File: src/rtl/gate_seq_pkg.sv
// Shared definitions for the gate truth-table sequencer: state encoding,
// default geometry and the truth-table width helper.
package gate_seq_pkg;

  localparam int DEFAULT_N_IN   = 2;
  localparam int DEFAULT_SETTLE = 2;

  typedef enum logic [1:0] {
    ST_IDLE,
    ST_SETTLE,
    ST_SAMPLE,
    ST_FINISH
  } seq_state_t;

  function automatic int tt_width(input int n_in);
    return 1 << n_in;
  endfunction

endpackage

File: src/rtl/gate_seq_settle_timer.sv
// Settle counter: load clears it, tick advances it, expired flags the last
// settle cycle of the current input pattern.
module settle_timer #(
  parameter int LIMIT = 2
) (
  input  logic clk,
  input  logic rst_n,
  input  logic load,
  input  logic tick,
  output logic expired
);

  localparam int CW = $clog2(LIMIT + 1);

  logic [CW-1:0] count;

  always_ff @(posedge clk or negedge rst_n) begin
    if (!rst_n) begin
      count <= '0;
    end else if (load) begin
      count <= '0;
    end else if (tick) begin
      count <= count + 1'b1;
    end
  end

  assign expired = (count == CW'(LIMIT - 1));

endmodule

File: src/rtl/gate_tt_sequencer.sv
// Steps an external gate through every input pattern and records its truth
// table; define GATE_SEQ_CMP_EN to add the expected-table compare (pass/fail_idx).
module gate_tt_sequencer
  import gate_seq_pkg::*;
#(
  parameter int N_IN   = DEFAULT_N_IN,
  parameter int SETTLE = DEFAULT_SETTLE
) (
  input  logic                      clk,
  input  logic                      rst_n,
  input  logic                      start,
  input  logic [tt_width(N_IN)-1:0] exp_tt,
  output logic [N_IN-1:0]           gate_in,
  input  logic                      gate_y,
  output logic                      busy,
  output logic                      done,
  output logic [tt_width(N_IN)-1:0] tt,
  output logic                      pass,
  output logic [N_IN-1:0]           fail_idx
);

  localparam int TW = tt_width(N_IN);
  localparam logic [N_IN-1:0] LAST_IDX = '1;

  seq_state_t      state, state_next;
  logic [N_IN-1:0] idx;
  logic            accept, sample, tmr_load, tmr_tick, tmr_expired;

  settle_timer #(.LIMIT(SETTLE)) u_timer (
    .clk     (clk),
    .rst_n   (rst_n),
    .load    (tmr_load),
    .tick    (tmr_tick),
    .expired (tmr_expired)
  );

  always_ff @(posedge clk or negedge rst_n) begin
    if (!rst_n) state <= ST_IDLE;
    else        state <= state_next;
  end

  always_comb begin
    state_next = state;
    accept     = 1'b0;
    sample     = 1'b0;
    tmr_load   = 1'b0;
    tmr_tick   = 1'b0;
    case (state)
      ST_IDLE: begin
        if (start) begin
          accept     = 1'b1;
          tmr_load   = 1'b1;
          state_next = ST_SETTLE;
        end
      end
      ST_SETTLE: begin
        tmr_tick = 1'b1;
        if (tmr_expired) state_next = ST_SAMPLE;
      end
      ST_SAMPLE: begin
        sample = 1'b1;
        if (idx == LAST_IDX) begin
          state_next = ST_FINISH;
        end else begin
          tmr_load   = 1'b1;
          state_next = ST_SETTLE;
        end
      end
      ST_FINISH: state_next = ST_IDLE;
      default:   state_next = ST_IDLE;
    endcase
  end

  assign done    = (state == ST_FINISH);
  // The pattern index doubles as the gate drive; it parks on the last pattern after a run.
  assign gate_in = idx;

  always_ff @(posedge clk or negedge rst_n) begin
    if (!rst_n) begin
      idx  <= '0;
      tt   <= '0;
      busy <= 1'b0;
    end else if (accept) begin
      idx  <= '0;
      tt   <= '0;
      busy <= 1'b1;
    end else if (sample) begin
      tt[idx] <= gate_y;
      if (idx != LAST_IDX) idx <= idx + 1'b1;
    end else if (done) begin
      busy <= 1'b0;
    end
  end

`ifdef GATE_SEQ_CMP_EN
  logic [TW-1:0]   exp_q;
  logic [TW-1:0]   diff;
  logic [N_IN-1:0] first_diff;

  assign diff = tt ^ exp_q;

  always_comb begin
    first_diff = '0;
    for (int i = TW - 1; i >= 0; i--) begin
      if (diff[i]) first_diff = N_IN'(i);
    end
  end

  always_ff @(posedge clk or negedge rst_n) begin
    if (!rst_n) begin
      exp_q    <= '0;
      pass     <= 1'b0;
      fail_idx <= '0;
    end else begin
      if (accept) exp_q <= exp_tt;
      if (done) begin
        pass     <= (diff == '0);
        fail_idx <= first_diff;
      end
    end
  end
`else
  logic unused_exp_tt;

  assign unused_exp_tt = ^exp_tt;
  assign pass          = 1'b0;
  assign fail_idx      = '0;
`endif

endmodule

File: config.mk
export PLATFORM = sky130hd
export DESIGN_NAME = gate_tt_sequencer
export DESIGN_NICKNAME = d
export VERILOG_FILES = /design/src/rtl/gate_seq_pkg.sv /design/src/rtl/gate_seq_settle_timer.sv /design/src/rtl/gate_tt_sequencer.sv
export SDC_FILE = /design/constraint.sdc
export NUM_CORES = 1
export LEC_CHECK = 0
export BUFFER_PORTS_ARGS = -buffer_cell sky130_fd_sc_hd__buf_2
export CAP_MARGIN = 20
export CORE_UTILIZATION = 45
export CTS_BUF_LIST = sky130_fd_sc_hd__clkbuf_4 sky130_fd_sc_hd__clkbuf_8
export DETAILED_ROUTE_END_ITERATION = 6
export GPL_TIMING_DRIVEN = 0
export PLACE_DENSITY = 0.72
export SKIP_CTS_REPAIR_TIMING = 1
export SYNTH_ARGS = -nofsm -noshare
export SYNTH_HDL_FRONTEND = slang
export SYNTH_SLANG_ARGS = --single-unit
File: constraint.sdc
create_clock -name clk -period 3.5 [get_ports clk]
set_input_delay 0.175 -clock clk [delete_from_list [all_inputs] [get_ports clk]]
set_output_delay 0.175 -clock clk [all_outputs]
set_load 0.005 [all_outputs]
## After elaboration in Yosys (flattened, before gate mapping)

Cells that the tools add are included.

- Register bits: 11
- Input bits: 8
- Output and inout bits: 11
- Logic and storage cells: 50

- Add/subtract/negate cells: 2
- Order comparisons: 2
- Equality and inequality tests: 9
- Muxes and demuxes: 23
- Reduce and logical (&&, ||, !) cells: 9

Operators by type and width:

| cell | count |
|---|---|
| 2-bit 2-to-1 mux | 8 |
| 1-bit 2-to-1 mux | 9 |
| 4-bit 2-to-1 mux | 2 |
| 2-bit inequality test, second input constant | 4 |
| 2-bit one-hot mux with 4 select lines | 1 |
| 2-bit nonzero test | 4 |
| 2-bit equality test, second input constant | 3 |
| 2-bit AND reduction | 3 |
| 2-bit by 1-bit adder with 2-bit output, second input constant | 2 |
| 4-bit bitwise mux | 1 |
| 2-bit by 1-bit equality test with 1-bit output, second input constant | 2 |
| 2-bit by 3-bit < comparator with 1-bit output, second input constant | 1 |
| 1-bit demux with 2-bit select | 1 |
| 2-bit by 1-bit >= comparator with 1-bit output, second input constant | 1 |
| 2-bit zero test | 1 |
| 1-bit one-hot mux with 2 select lines | 1 |
| 1-bit logical AND | 1 |

## Depth between registers and ports, before layout

- Depth in word-level cells: 7
- Mapped depth: 4

## Modules after synthesis

A second synthesis with hierarchy kept.

- Cells, all modules: 56
- Area total of the unflattened synthesis: 624.3 um2

By module, submodules not included:

| module | times used | cells an instance | area an instance (um2) | seq. area each (um2) |
|---|---|---|---|---|
| gate_tt_sequencer | 1 | 47 | 524.3 | 225.2 |
| settle_timer | 1 | 9 | 100.1 | 50.0 |

## Worst setup path after synthesis

OpenSTA, ideal clock, no wires.

- Path kind: register to register
- Start point: register idx[1] (netlist: gate_in[1])
- End point: register tt[3]
- Setup time: 0.121 ns
- Arrival: 1.164 ns
- Slack: 2.215 ns
- Stages on the path, launching flop included: 4
- Path buffers: 0
- Cells stage by stage: dfrtp_1 -> ha_1 -> mux2_2 -> a22o_1

- Cells in the longest elaborated chain, start to end: 7

RTL lines:

| what | line | RTL |
|---|---|---|
| start: declaration | gate_tt_sequencer.sv:26 | `logic [N_IN-1:0] idx;` |
| start signal: assignment | gate_tt_sequencer.sv:89 | `if (idx != LAST_IDX) idx <= idx + 1'b1;` |
| 2-bit by 3-bit < comparator with 1-bit output (implied by the code) / 2-bit by 1-bit >= comparator with 1-bit output (equally long branches) | gate_tt_sequencer.sv:88 | `tt[idx] <= gate_y;` |
| 1-bit logical AND (implied by the code) | gate_tt_sequencer.sv:88 |  |
| 1-bit 2-to-1 mux (implied by the code) | gate_tt_sequencer.sv:88 |  |
| 1-bit demux with 2-bit select (*) | gate_tt_sequencer.sv:88 |  |
| 4-bit bitwise mux (*) | gate_tt_sequencer.sv:88 |  |
| 4-bit 2-to-1 mux (*) | gate_tt_sequencer.sv:87 | `end else if (sample) begin` |
| 4-bit 2-to-1 mux (*) | gate_tt_sequencer.sv:83 | `end else if (accept) begin` |
| end signal: indexed assignment | gate_tt_sequencer.sv:88 |  |
| end: declaration | gate_tt_sequencer.sv:17 | `output logic [tt_width(N_IN)-1:0] tt,` |

Every way passes the cells marked *; elsewhere a longest branch is shown, timed or not. The select of a mux whose other input is x is not followed.
A chain may end at the register's enable or synchronous reset.

## Final worst setup path

- Start point: register idx[0] (netlist: gate_in[0])
- End point: register tt[3]

The elaborated chain is that of the path after synthesis.

==> results.env <==
START_UTIL_PCT=51.4
CELLPOWERDENSITY_nW_PER_UM2=748
ROUTE.VIAS.TOTAL=439
WORSTHOLDPATHTYPE='in -> reg'
MIN_DELAY_PATH_DEPTH=3
POST_DRT_VIA_CELL_RATIO=5.16
FINALMAXSLEWVIOLATIONS=0
CLOCK_PERIOD_MINUS_WORST_SLACK_NS=1.37
HOLD_START='start'
FIRST_PASS_GRT_WIRE_LENGTH_UM=1720
GLOBAL_ROUTE_OVERFLOW=0
SYNTHESIS.INSTANCES=53
POST-DP-HPWL_UM=779
CTS.REPORTEDPATHS.CLKPINSLEW_NS=0.08
FIN_NETS=85
NUM_ROWS=12
TIMING.CRITICAL_PATH.TO_TYPE='flip-flop'
NUMBER_OF_WARNINGS_ISSUED_BY_YOSYS=0
CTS-BUFFERS-INSERTED=3
CTS_BUFFER_DEPTH=2
CRITPATHLAUNCHTYPE='flip-flop'
COREAREA_UM2=1190
DIE-HEIGHT_UM=38.8
NUMBER_OF_DRC_MARKERS_IN_ITERATION_0=4
WL_PER_CELL_UM=12.5
PATH_MAX_FANOUT=6
TRITONCTS='built'
WORSTREG2REGEND='tt[3]$_DFFE_PN0P_'
NUMBER_OF_ANTENNA_VIOLATIONS_AT_THE_FIRST_CHECK_IN_GLOBAL_ROUTING=0
NUMBER_OF_ENABLE_FLIP_FLOP_CELLS_AFTER_SYNTHESIS=0
BOUNDARYPINS=19
MULTI_INPUT_COMB_AREA_UM2=293
GRT_MAX_DEGREE=12
YOSYS.AREA.TOP_TYPE_SHARE_PCT=45.2
REPORT.POWER.TOTAL_mW=0.546
PLACE_CONGESTION=0.678
TIMING_HOLD_VIOLATIONS_FINAL=0
PORT-BUFFER-COUNT=11
DIE_W_UM=38.8
HTREE_LEVELS=1
DPL-INSTANCE-AREA_UM2=689
GRT_SETUP_UNREPAIRED='false'
MIN_TO='busy$_DFFE_PN0P_'
MAPPEDNETLISTAREA_UM2=609
STDCELL_AREA_UM2=729
SYN_AREA_PER_CELL_UM2=11.5
YOSYSSEQAREASHARE_PCT=45.2
SYNTH-ASYNC-RESET-RATIO_PCT=100
CRITPATHARRIVALTIME_NS=1.53
AREA.SEQUENTIAL_UM2=275
CRITPATHREQUIREDTIME_NS=3.66
YS_DOMINANT_REG_CELL='sky130_fd_sc_hd__dfrtp_1'
GRT.TOTAL_USAGE_PCT=17.6
DRC=0
FLOORPLAN.DIE_AREA_UM2=1510
IR_WORST_VDD_uV=457
WORST_HOLD_SLACK_NS=0.270
DRIVE_GT1_SHARE_PCT=39.4
POWER_LEAKAGE_nW=0.390
YS_FF_LATCH=11
DETAIL_ROUTE.WIRELENGTH_UM=1060
POST_LAYOUT_NONFILLER_INSTANCES=85
FILLERINSTANCES=99
SYNTH_CELL_TYPE_COUNT=20
FINAL_SETUP_VIOLATION_COUNT=0
MAXCLOCKFREQUENCY_MHz=729
WORST-R2R-SETUP-SLACK_NS=2.13
CAP_VIOL_MAX_COUNT=0
OUTCOME='complete, no violations'
POST-ROUTE-PERIOD-UTIL_PCT=39.2
FIRST_PASS_ITERS=2
R2R.WORST_PATH.CELLS=3
SYN_TO_FINAL_GROWTH_PCT=19.7
NUMBER_OF_GLOBAL_ROUTE_VIAS_BEFORE_REPAIR=385
REG2REG_FROM='gate_in[0]$_DFFE_PN0P_'
FIN_SETUP_TNS_NS=0
DP_CELLS=80
CTS.ROOT.BUFFER_CELL='sky130_fd_sc_hd__clkbuf_4'
CLOCK_SINK_COUNT=11
CLKLATENCYLATEPIN_NS=0.27
DETAIL-ROUTE-ANTENNA-NETS=0
WORST_CLOCK_SKEW_NS=0.00308
SYNTHDOMINANTAREACELLTYPE='sky130_fd_sc_hd__dfrtp_1'
DIODES=0
SYNTHTOPCELLSBYAREA='sky130_fd_sc_hd__dfrtp_1 (45%), sky130_fd_sc_hd__ha_1 (10%), sky130_fd_sc_hd__a22o_1 (8.6%), sky130_fd_sc_hd__mux2_2 (7.4%), sky130_fd_sc_hd__buf_4 (4.9%)'
CRITPATHKIND='reg -> reg'
-- worst max path at each step --
| stage | from | endpoint | slack (ns) | depth (start not counted) |
|---|---|---|---|---|
| 6_report | gate_in[0]$_DFFE_PN0P_ | tt[3]$_DFFE_PN0P_ | 2.13 | 3 |
| 4_1_cts | gate_in[1]$_DFFE_PN0P_ | tt[3]$_DFFE_PN0P_ | 2.12 | 3 |
| 5_1_grt | gate_in[1]$_DFFE_PN0P_ | tt[3]$_DFFE_PN0P_ | 2.04 | 3 |
| 3_3_place_gp | gate_in[1]$_DFFE_PN0P_ | tt[3]$_DFFE_PN0P_ | 2.13 | 3 |
| 3_5_place_dp | gate_in[1]$_DFFE_PN0P_ | tt[3]$_DFFE_PN0P_ | 2.14 | 3 |
| 2_1_floorplan | gate_in[1]$_DFFE_PN0P_ | tt[3]$_DFFE_PN0P_ | 2.21 | 3 |
-- Yosys cell counts, types with 2 or more instances --
cell and instances:
sky130_fd_sc_hd__nor2_1 2, sky130_fd_sc_hd__ha_1 5, sky130_fd_sc_hd__mux2_2 4, sky130_fd_sc_hd__a22o_1 6, sky130_fd_sc_hd__o2bb2ai_1 2, sky130_fd_sc_hd__inv_1 5, sky130_fd_sc_hd__buf_4 4, sky130_fd_sc_hd__o21ai_0 3
sky130_fd_sc_hd__dfrtp_1 11
-- per-stage QoR --
stage          util (%)  setup WS [ns]
6_report           61.5           2.13
5_1_grt            61.5           2.04
4_1_cts            60.7           2.12
3_5_place_dp       58.1           2.14
3_3_place_gp       58.1           2.13
2_1_floorplan         -           2.21
-- area by class of cell --
class / count / share of cell area, %
Multi-Input combinational cell: 35 / 40.1
Sequential cell: 11 / 37.7
Timing Repair Buffer: 12 / 8.92
Clock buffer: 4 / 4.12
Buffer: 4 / 4.12
Inverter: 5 / 2.57
Tap cell: 14 / 2.40
-- where the power goes --
group	switching [mW]	total [mW]	internal [mW]	leakage, nW
clock network	0.0448	0.0967	0.0518	0.0184
logic	0.112	0.233	0.121	0.229
registers	0.0452	0.215	0.170	0.142
-- registers in the layout (all words and copies together), names as in the netlist --
register	flops
tt	4
u_timer.count	2
state	2
busy	1
gate_in	2
-- cell usage in the layout (no fill, tap or decap) --
cell type / synthesis / routed
sky130_fd_sc_hd__a21o_1: 1 / 1
sky130_fd_sc_hd__a21oi_1: 1 / 1
sky130_fd_sc_hd__a22o_1: 6 / 6
sky130_fd_sc_hd__a22o_2: 1 / 1
sky130_fd_sc_hd__and2_2: 1 / 1
sky130_fd_sc_hd__buf_2: 0 / 11
sky130_fd_sc_hd__buf_4: 4 / 4
sky130_fd_sc_hd__clkbuf_4: 0 / 4
sky130_fd_sc_hd__conb_1: 1 / 3
sky130_fd_sc_hd__dfrtp_1: 11 / 11
sky130_fd_sc_hd__dlygate4sd3_1: 0 / 1
sky130_fd_sc_hd__ha_1: 5 / 5
sky130_fd_sc_hd__inv_1: 5 / 5
sky130_fd_sc_hd__mux2_2: 4 / 4
sky130_fd_sc_hd__mux2_4: 1 / 1
sky130_fd_sc_hd__nand2b_1: 1 / 1
sky130_fd_sc_hd__nand3_1: 1 / 1
sky130_fd_sc_hd__nor2_1: 2 / 2
sky130_fd_sc_hd__nor2b_2: 1 / 1
sky130_fd_sc_hd__o21ai_0: 3 / 3
sky130_fd_sc_hd__o21ai_2: 1 / 1
sky130_fd_sc_hd__o2bb2ai_1: 2 / 2
sky130_fd_sc_hd__o31ai_1: 1 / 1
-- critical path, stage by stage, from the launching register on --
cell and delay [ns]:
sky130_fd_sc_hd__dfrtp_1 0.43, sky130_fd_sc_hd__ha_1 0.30, sky130_fd_sc_hd__mux2_2 0.36, sky130_fd_sc_hd__a22o_1 0.18
-- metal layers --
layer	wire, um	GRT usage, %	up-vias	share of wire [%]
met4	0	5.17	0	0
met5	0	0	-	0
met2	510	29.2	11	48
li1	-	-	221	-
met1	508	20.7	207	48
met3	44	6.94	0	4.1
-- cells by family after synthesis --
| group | share of synthesized area (%) |
|---|---|
| mux | 9.86 |
| fa+ha+maj | 10.3 |
| simple gates | 5.75 |
| buf+inv | 8.01 |
| other cells | 0.615 |
| flops | 45.2 |
| compound gates | 20.3 |
(Power assumes the default switching activity.)
